[src/rtl/router_reg_if.sv]
// Byte bus and FSM strobe bundle between the router FSM/source side and the
// router_reg datapath stage; master drives the strobes and data, slave is router_reg.
interface router_reg_if #(
  parameter int WIDTH = 8
);
  logic             pkt_valid;
  logic [WIDTH-1:0] data_in;
  logic             fifo_full;
  logic             detect_add;
  logic             ld_state;
  logic             laf_state;
  logic             full_state;
  logic             lfd_state;
  logic             rst_int_reg;
  logic             parity_done;
  logic             low_pkt_valid;
  logic             err;
  logic             len_err;
  logic [WIDTH-1:0] dout;

  modport master (
    output pkt_valid, data_in, fifo_full, detect_add, ld_state, laf_state,
           full_state, lfd_state, rst_int_reg,
    input  parity_done, low_pkt_valid, err, len_err, dout
  );

  modport slave (
    input  pkt_valid, data_in, fifo_full, detect_add, ld_state, laf_state,
           full_state, lfd_state, rst_int_reg,
    output parity_done, low_pkt_valid, err, len_err, dout
  );
endinterface

[src/rtl/router_reg.sv]
// Router datapath register stage: header latch, full-FIFO byte parking, running
// XOR parity check. Define ROUTER_REG_LEN_CHK_EN to add the payload length check.
module router_reg #(
  parameter int WIDTH = 8
) (
  input logic         clk,
  input logic         rstn,
  router_reg_if.slave bus
);

  localparam int LEN_W = 6;

  logic [WIDTH-1:0] dout_q;
  logic [WIDTH-1:0] header_byte;
  logic [WIDTH-1:0] full_byte;
  logic [WIDTH-1:0] int_parity;
  logic [WIDTH-1:0] pkt_parity;
  logic             parity_done_q;
  logic             low_pkt_valid_q;
  logic             err_q;
  logic             len_err_q;

  logic header_ok;
  logic payload_accept;
  logic parity_done_set;
  logic parity_mismatch;
  logic len_mismatch;

  // Address 2'b11 has no destination port, so such a header is never latched.
  assign header_ok       = bus.detect_add && bus.pkt_valid && (bus.data_in[1:0] != 2'b11);
  assign payload_accept  = bus.ld_state && bus.pkt_valid && !bus.full_state;
  assign parity_done_set = (bus.ld_state && !bus.fifo_full && !bus.pkt_valid) ||
                           (bus.laf_state && low_pkt_valid_q && !parity_done_q);
  assign parity_mismatch = (int_parity != pkt_parity);

  // NOTE: every sequential process uses non-blocking assignments so all
  // registers sample the pre-edge values regardless of process ordering.
  always_ff @(posedge clk or negedge rstn) begin
    if (!rstn) begin
      header_byte <= '0;
    end else if (header_ok) begin
      header_byte <= bus.data_in;
    end
  end

  // A byte arriving while the FIFO is full is parked and replayed in LOAD_AFTER_FULL.
  always_ff @(posedge clk or negedge rstn) begin
    if (!rstn) begin
      dout_q    <= '0;
      full_byte <= '0;
    end else if (bus.lfd_state) begin
      dout_q <= header_byte;
    end else if (bus.ld_state && !bus.fifo_full) begin
      dout_q <= bus.data_in;
    end else if (bus.ld_state && bus.fifo_full) begin
      full_byte <= bus.data_in;
    end else if (bus.laf_state) begin
      dout_q <= full_byte;
    end
  end

  always_ff @(posedge clk or negedge rstn) begin
    if (!rstn) begin
      int_parity <= '0;
    end else if (bus.detect_add) begin
      int_parity <= '0;
    end else if (bus.lfd_state) begin
      int_parity <= int_parity ^ header_byte;
    end else if (payload_accept) begin
      int_parity <= int_parity ^ bus.data_in;
    end
  end

  always_ff @(posedge clk or negedge rstn) begin
    if (!rstn) begin
      pkt_parity <= '0;
    end else if (bus.ld_state && !bus.pkt_valid) begin
      pkt_parity <= bus.data_in;
    end
  end

  always_ff @(posedge clk or negedge rstn) begin
    if (!rstn) begin
      parity_done_q <= 1'b0;
    end else if (bus.detect_add) begin
      parity_done_q <= 1'b0;
    end else if (parity_done_set) begin
      parity_done_q <= 1'b1;
    end
  end

  always_ff @(posedge clk or negedge rstn) begin
    if (!rstn) begin
      low_pkt_valid_q <= 1'b0;
    end else if (bus.rst_int_reg) begin
      low_pkt_valid_q <= 1'b0;
    end else if (bus.ld_state && !bus.pkt_valid) begin
      low_pkt_valid_q <= 1'b1;
    end
  end

`ifdef ROUTER_REG_LEN_CHK_EN
  logic [LEN_W-1:0] payload_cnt;

  always_ff @(posedge clk or negedge rstn) begin
    if (!rstn) begin
      payload_cnt <= '0;
    end else if (bus.detect_add) begin
      payload_cnt <= '0;
    end else if (payload_accept) begin
      payload_cnt <= payload_cnt + 1'b1;
    end
  end

  // The counter is frozen once the parity byte is seen, so comparing while
  // parity_done is high yields a stable verdict.
  assign len_mismatch = (payload_cnt != header_byte[LEN_W+1:2]);

  always_ff @(posedge clk or negedge rstn) begin
    if (!rstn) begin
      len_err_q <= 1'b0;
    end else if (bus.detect_add) begin
      len_err_q <= 1'b0;
    end else if (parity_done_q) begin
      len_err_q <= len_mismatch;
    end
  end
`else
  assign len_mismatch = 1'b0;
  assign len_err_q    = 1'b0;
`endif

  always_ff @(posedge clk or negedge rstn) begin
    if (!rstn) begin
      err_q <= 1'b0;
    end else if (bus.detect_add) begin
      err_q <= 1'b0;
    end else if (parity_done_q) begin
      err_q <= parity_mismatch || len_mismatch;
    end
  end

  assign bus.dout          = dout_q;
  assign bus.parity_done   = parity_done_q;
  assign bus.low_pkt_valid = low_pkt_valid_q;
  assign bus.err           = err_q;
  assign bus.len_err       = len_err_q;

endmodule
[src/flat_wrapper.sv]
// flat-port wrapper written by rule: the top's interface ports become plain ports
module router_reg_flat 
#(
  parameter int WIDTH = 8
)
  (clk, rstn, bus_pkt_valid, bus_data_in, bus_fifo_full, bus_detect_add, bus_ld_state, bus_laf_state, bus_full_state, bus_lfd_state, bus_rst_int_reg, bus_parity_done, bus_low_pkt_valid, bus_err, bus_len_err, bus_dout);
  router_reg_if #(.WIDTH(WIDTH)) bus_i ();
  input logic clk;
  input logic rstn;
  input wire logic [$bits(bus_i.pkt_valid)-1:0] bus_pkt_valid;
  input wire logic [$bits(bus_i.data_in)-1:0] bus_data_in;
  input wire logic [$bits(bus_i.fifo_full)-1:0] bus_fifo_full;
  input wire logic [$bits(bus_i.detect_add)-1:0] bus_detect_add;
  input wire logic [$bits(bus_i.ld_state)-1:0] bus_ld_state;
  input wire logic [$bits(bus_i.laf_state)-1:0] bus_laf_state;
  input wire logic [$bits(bus_i.full_state)-1:0] bus_full_state;
  input wire logic [$bits(bus_i.lfd_state)-1:0] bus_lfd_state;
  input wire logic [$bits(bus_i.rst_int_reg)-1:0] bus_rst_int_reg;
  output wire logic [$bits(bus_i.parity_done)-1:0] bus_parity_done;
  output wire logic [$bits(bus_i.low_pkt_valid)-1:0] bus_low_pkt_valid;
  output wire logic [$bits(bus_i.err)-1:0] bus_err;
  output wire logic [$bits(bus_i.len_err)-1:0] bus_len_err;
  output wire logic [$bits(bus_i.dout)-1:0] bus_dout;
  assign bus_i.pkt_valid = bus_pkt_valid;
  assign bus_i.data_in = bus_data_in;
  assign bus_i.fifo_full = bus_fifo_full;
  assign bus_i.detect_add = bus_detect_add;
  assign bus_i.ld_state = bus_ld_state;
  assign bus_i.laf_state = bus_laf_state;
  assign bus_i.full_state = bus_full_state;
  assign bus_i.lfd_state = bus_lfd_state;
  assign bus_i.rst_int_reg = bus_rst_int_reg;
  assign bus_parity_done = bus_i.parity_done;
  assign bus_low_pkt_valid = bus_i.low_pkt_valid;
  assign bus_err = bus_i.err;
  assign bus_len_err = bus_i.len_err;
  assign bus_dout = bus_i.dout;
  router_reg #(.WIDTH(WIDTH)) u_core (.clk(clk), .rstn(rstn), .bus(bus_i));
endmodule
[config.mk]
export PLATFORM = sky130hd
export DESIGN_NAME = router_reg_flat
export DESIGN_NICKNAME = d
export VERILOG_FILES = /design/src/rtl/router_reg_if.sv /design/src/rtl/router_reg.sv /design/src/flat_wrapper.sv
export SDC_FILE = /design/constraint.sdc
export NUM_CORES = 1
export LEC_CHECK = 0
export BUFFER_PORTS_ARGS = -buffer_cell sky130_fd_sc_hd__buf_2
export CAP_MARGIN = 5
export CORE_UTILIZATION = 59
export DETAILED_ROUTE_END_ITERATION = 7
export GPL_TIMING_DRIVEN = 0
export HOLD_SLACK_MARGIN = 0.08
export PLACE_DENSITY_LB_ADDON = 0.12
export SETUP_SLACK_MARGIN = 0.05
export SLEW_MARGIN = 10
export SYNTH_ARGS = -nofsm -noshare
export SYNTH_HDL_FRONTEND = slang
export SYNTH_SLANG_ARGS = --single-unit
[constraint.sdc]
create_clock -name clk -period 3.1 [get_ports clk]
set_clock_uncertainty 0.1 [all_clocks]
set_input_delay 0.31 -clock clk [delete_from_list [all_inputs] [get_ports clk]]
set_output_delay 0.31 -clock clk [all_outputs]
set_load 0.05 [all_outputs]
---- Word-level counts from Yosys, hierarchy flattened ----
Cells that the tools add are included.
storage, ports and cells
  flip-flop bits (word level) ............. 43
  output and inout bits ................... 12
  logic and storage cells ................. 50
cells by class
  equal/unequal tests ..................... 3
  multiplexer cells ....................... 13
  bitwise operators ....................... 4
  reduce and logical (&&, ||, !) cells .... 22
operators with widths
  kind                  number
  $mux W8               7
  $xor A8 B8 Y8         2
  $logic_and A1 B1 Y1   10
  $ne A8 B8 Y1          1
  $mux W1               6
  $reduce_bool A2 Y1    3
  $reduce_bool A3 Y1    2
  $logic_not A1 Y1      4
  $ne A3 B2 Y1 const B  1
  $reduce_and A3 Y1     1
  $ne A2 B2 Y1 const B  1
  $not A1 Y1            2
  $reduce_and A2 Y1     1
  $logic_or A1 B1 Y1    1

---- Depth between registers and ports, before layout ----
  depth in word-level cells ............... 6
  depth in mapped cells ................... 6

---- Least setup slack after synthesis ----
Ideal clock, no wire load.
  path kind ............................... input to register
  from .................................... input bus_lfd_state
  to ...................................... register u_core.full_byte[0]
  data arrival time ....................... 1118 ps
  data required time ...................... 2875 ps
  slack ................................... 1757 ps
  stages .................................. 4
  buffers on the path ..................... 2
  cell sequence ........................... buf_6 -> or2_1 -> buf_4 -> mux2_4
between the ends
  cells in the longest elaborated chain, start to end .. 2
ends and longest elaborated chain
  element                      RTL line            text
  start, declared              flat_wrapper.sv:17  input wire logic [$bits(bus_i.lfd_state)-1:0] bus_lfd_state;
  $not A1 Y1 (no line)         --
  $reduce_and A3 Y1 (no line)  --
  end signal, assigned         router_reg.sv:56    full_byte <= bus.data_in;
  end, declared                router_reg.sv:15    logic [WIDTH-1:0] full_byte;
No other way between the ends.
A chain may end at the register's enable or synchronous reset.

---- Worst setup path after layout ----
  from .................................... register u_core.parity_done_q (netlist: u_core.bus.parity_done)
  to ...................................... output bus_parity_done
RTL lines
  element                 RTL line            text
  start, declared         router_reg.sv:18    logic parity_done_q;
  start signal, assigned  router_reg.sv:84    parity_done_q <= 1'b0;
  start signal, assigned  router_reg.sv:86    parity_done_q <= 1'b0;
  start signal, assigned  router_reg.sv:88    parity_done_q <= 1'b1;
  end, declared           flat_wrapper.sv:19  output wire logic [$bits(bus_i.parity_done)-1:0] bus_parity_done;
No word-level cell between the ends.

==> summary.md <==
| Metric | Value |
|---|---|
| CP max stage delay | `0.40 ns` |
| Crit Path Category | `flip-flop to primary output` |
| Delay-heaviest family, CP | `flip-flops` |
| Core area | `3360 µm²` |
| Initial detailed-routing violation count | `25` |
| GRT Total Usage | `0.233` |
| Setup violations, final | `0` |
| FF+latch area | `1080 µm²` |
| Post-Syn Area | `2080 µm²` |
| Post-Layout Cell Count | `254` |
| Post-synthesis register bit count | `43` |
| Layout cells sized above 1 | `0.346` |
| Post-synth top flop | `dfrtp_1` |
| Dpl cell area | `2280 µm²` |
| Critical path buffer and inverter count | `1` |
| CTS Buf Count | `5` |
| Most frequent cell after synthesis | `dfrtp_1` |
| Worst setup path endpoint | `bus_parity_done` |
| Commonest cells in the netlist | `43 x dfrtp_1, 21 x mux2_2, 17 x nor2_1, 16 x mux2i_1, 13 x xnor2_1` |
| Syn avg cell area | `12.2 µm²` |
| Register-to-register path setup slack | `1.72 ns` |
| Cells after Synth | `171` |
| Final Util | `0.708` |
| Gr ovfl total | `0` |
| Final hold violation count | `0` |
| Critical path required time | `2.69 ns` |
| Buffers added on ports | `27` |
| Die area | `3770 µm²` |
| Root buffer selected by CTS | `clkbuf_4` |
| Resized cells post-CTS | `0` |
| Min-Delay Path Class | `input port to flip-flop` |
| Placed insts | `244` |
| Final GP Congestion | `0.769` |
| Synth top area cells | `dfrtp_1 52%, mux2_2 11%, mux2i_1 7.7%` |
| TritonRoute pass-1 iters | `6` |
| Detail Route Antenna Nets | `0` |
| Post-Syn Nets | `189` |
| Type of origin of the critical path | `flip-flop` |
| Die H | `61.4 µm` |
| Worst setup startpoint | `u_core.bus.parity_done` |
| Nets | `225` |
| Worst vdd ir | `0.324 mV` |
| HPWL after DPL | `2870 µm` |
| # IOs | `30` |
| Overall power | `1480 µW` |
| Initial antenna violation count | `0` |
| RSZ-0062 raised after global routing | `no` |
| Starting Density | `0.619` |
| Row count | `21` |
| CTS H-Tree Depth | `2` |
| Yosys warning count | `0` |
| CP max stage cell | `dfrtp_1` |
| R2R Path Start | `u_core.int_parity[4]` |
| Inserted Diodes | `0` |
| # fillers | `279` |
| Tcrit/Tclk final | `0.463` |
| Maximum clock path buffer count | `2` |
| Max_slew headroom | `0.394` |
| Sink Count | `43` |
| Worst reg2reg endpoint | `u_core.bus.err` |
| Worst Setup End Kind | `primary output` |
| Die Wd | `61.4 µm` |
| Vias in the first global route | `1353` |
| EDFF count, synth | `0` |
| Worst skew pair latency | `0.35 ns` |
| First-pass GRT wire length | `6200 µm` |
| Largest net degree at the start of global routing | `44` |
| WL per Instance | `15.4 µm` |
| Vias per cell | `5.39` |
| # DRC | `0` |
| Area of the multi-input gates | `941 µm²` |
| Area Overhead vs Synth | `14.4%` |
| Largest area contributor in the netlist | `dfrtp_1` |
| R2R cell count | `4` |
| Post-Layout Inst Area | `2380 µm²` |
| Leak | `0.00113 µW` |
| Async S/R FF share, synth | `1.00` |
| WHS Path Cells | `3` |
| DRT Wirelength | `3920 µm` |
| Cell Pwr Density | `621 nW/µm²` |
| Outcome | `finished, final reports clean` |
| CP arrival | `1.02 ns` |
| Fmax | `697 MHz` |
| Slew Limit Fails | `0` |
| Sequential share of the synthesized area | `0.517` |
| Post-synth top area share | `0.517` |
| CTS tree | `built` |
| Vias | `1369` |
| Max-cap viol count | `0` |
| Slew @ Worst Pin | `0.910 ns` |
| Worst path depth | `1` |
| CP Max Fanout | `4` |
| Crit-path cells | `buf_2` |
| Min Tclk post-route | `1.43 ns` |
| Setup TNS | `0 ns` |
| Synth cell types | `29` |
| Clk slew on worst S/H paths | `0.11 ns` |
metal layers:
layer	up-vias	part of all wire	GRT usage	wire, µm
met3	7	0.045	0.0420	178
li1	655	-	-	-
met1	666	0.45	0.312	1780
met2	41	0.48	0.371	1900
met5	-	0	0	0
met4	0	0.015	0.102	59
layout by cell type (no fill, tap or decap), types with 2 or more instances in the layout:
| master | count |
|---|---|
| nor2_1 | 17 |
| buf_2 | 29 |
| xor2_1 | 3 |
| mux2_4 | 8 |
| or2_1 | 2 |
| o21ai_1 | 2 |
| a21oi_1 | 9 |
| clkbuf_4 | 5 |
| o21ai_0 | 6 |
| nand2_1 | 10 |
| mux2_2 | 21 |
| xnor2_1 | 13 |
| mux2i_1 | 16 |
| dfrtp_1 | 43 |
| nand2b_1 | 2 |
| buf_4 | 3 |
| dlygate4sd3_1 | 2 |
per-stage QoR:
step / hold WS (ns) / worst slack, ns
2_1_floorplan: -0.0856 / 1.76
3_3_place_gp: 0.356 / 1.54
3_5_place_dp: 0.361 / 1.51
4_1_cts: 0.127 / 1.66
5_1_grt: 0.134 / 1.61
6_report: 0.130 / 1.67
where the power goes:
| part | internal (µW) | switching [µW] |
|---|---|---|
| Combinational | 172 | 220 |
| Sequential | 656 | 65.4 |
| Clock | 191 | 174 |
sequential cells by signal (all words and copies together), names as in the netlist:
name                      count
u_core.int_parity             8
u_core.full_byte              8
u_core.bus.parity_done        1
u_core.bus.low_pkt_valid      1
u_core.header_byte            8
u_core.bus.dout               8
u_core.pkt_parity             8
u_core.bus.err                1
kinds of logic (layout without fill, tap and decap cells):
kind of cell	count (synthesis)	count (layout)	synth area share
XOR/XNOR	16	16	0.0673
flip-flops	43	43	0.517
AND/OR/NAND/NOR	34	34	0.0703
buffers and inverters	9	46	0.0318
AO/OA/AOI/OAI	22	22	0.0589
other	1	1	0.00180
multiplexers	46	46	0.253
what timing repair did:
action,CTS,global route
buffers inserted,0,0
hold buffers,2,0
hold endpoints to repair,44,0
worst min-delay path: cells and delay by family:
kind | cells | cell delay (ns)
AO/OA/AOI/OAI | 1 | 0.06
buffers and inverters | 1 | 0.09
AND/OR/NAND/NOR | 1 | 0.08
how the worst min path moves through the flow:
stage,start,end
global placement,u_core.bus.dout[7],u_core.bus.dout[7]
detailed placement,bus_rst_int_reg,u_core.bus.low_pkt_valid
global route,bus_data_in[5],u_core.full_byte[5]
finish,bus_laf_state,u_core.bus.parity_done
floorplan,rstn,u_core.bus.dout[0]
CTS,bus_laf_state,u_core.bus.parity_done
area by class of cell:
type	instances	share of cell area
Buffer	8	0.0263
Clock buffer	6	0.0215
Clock inverter	2	0.0147
Inverter	1	0.00158
Multi-Input combinational cell	119	0.395
Sequential cell	43	0.452
Tap cell	46	0.0242
Timing Repair Buffer	29	0.0651
Power figures use the tool's default switching activity.
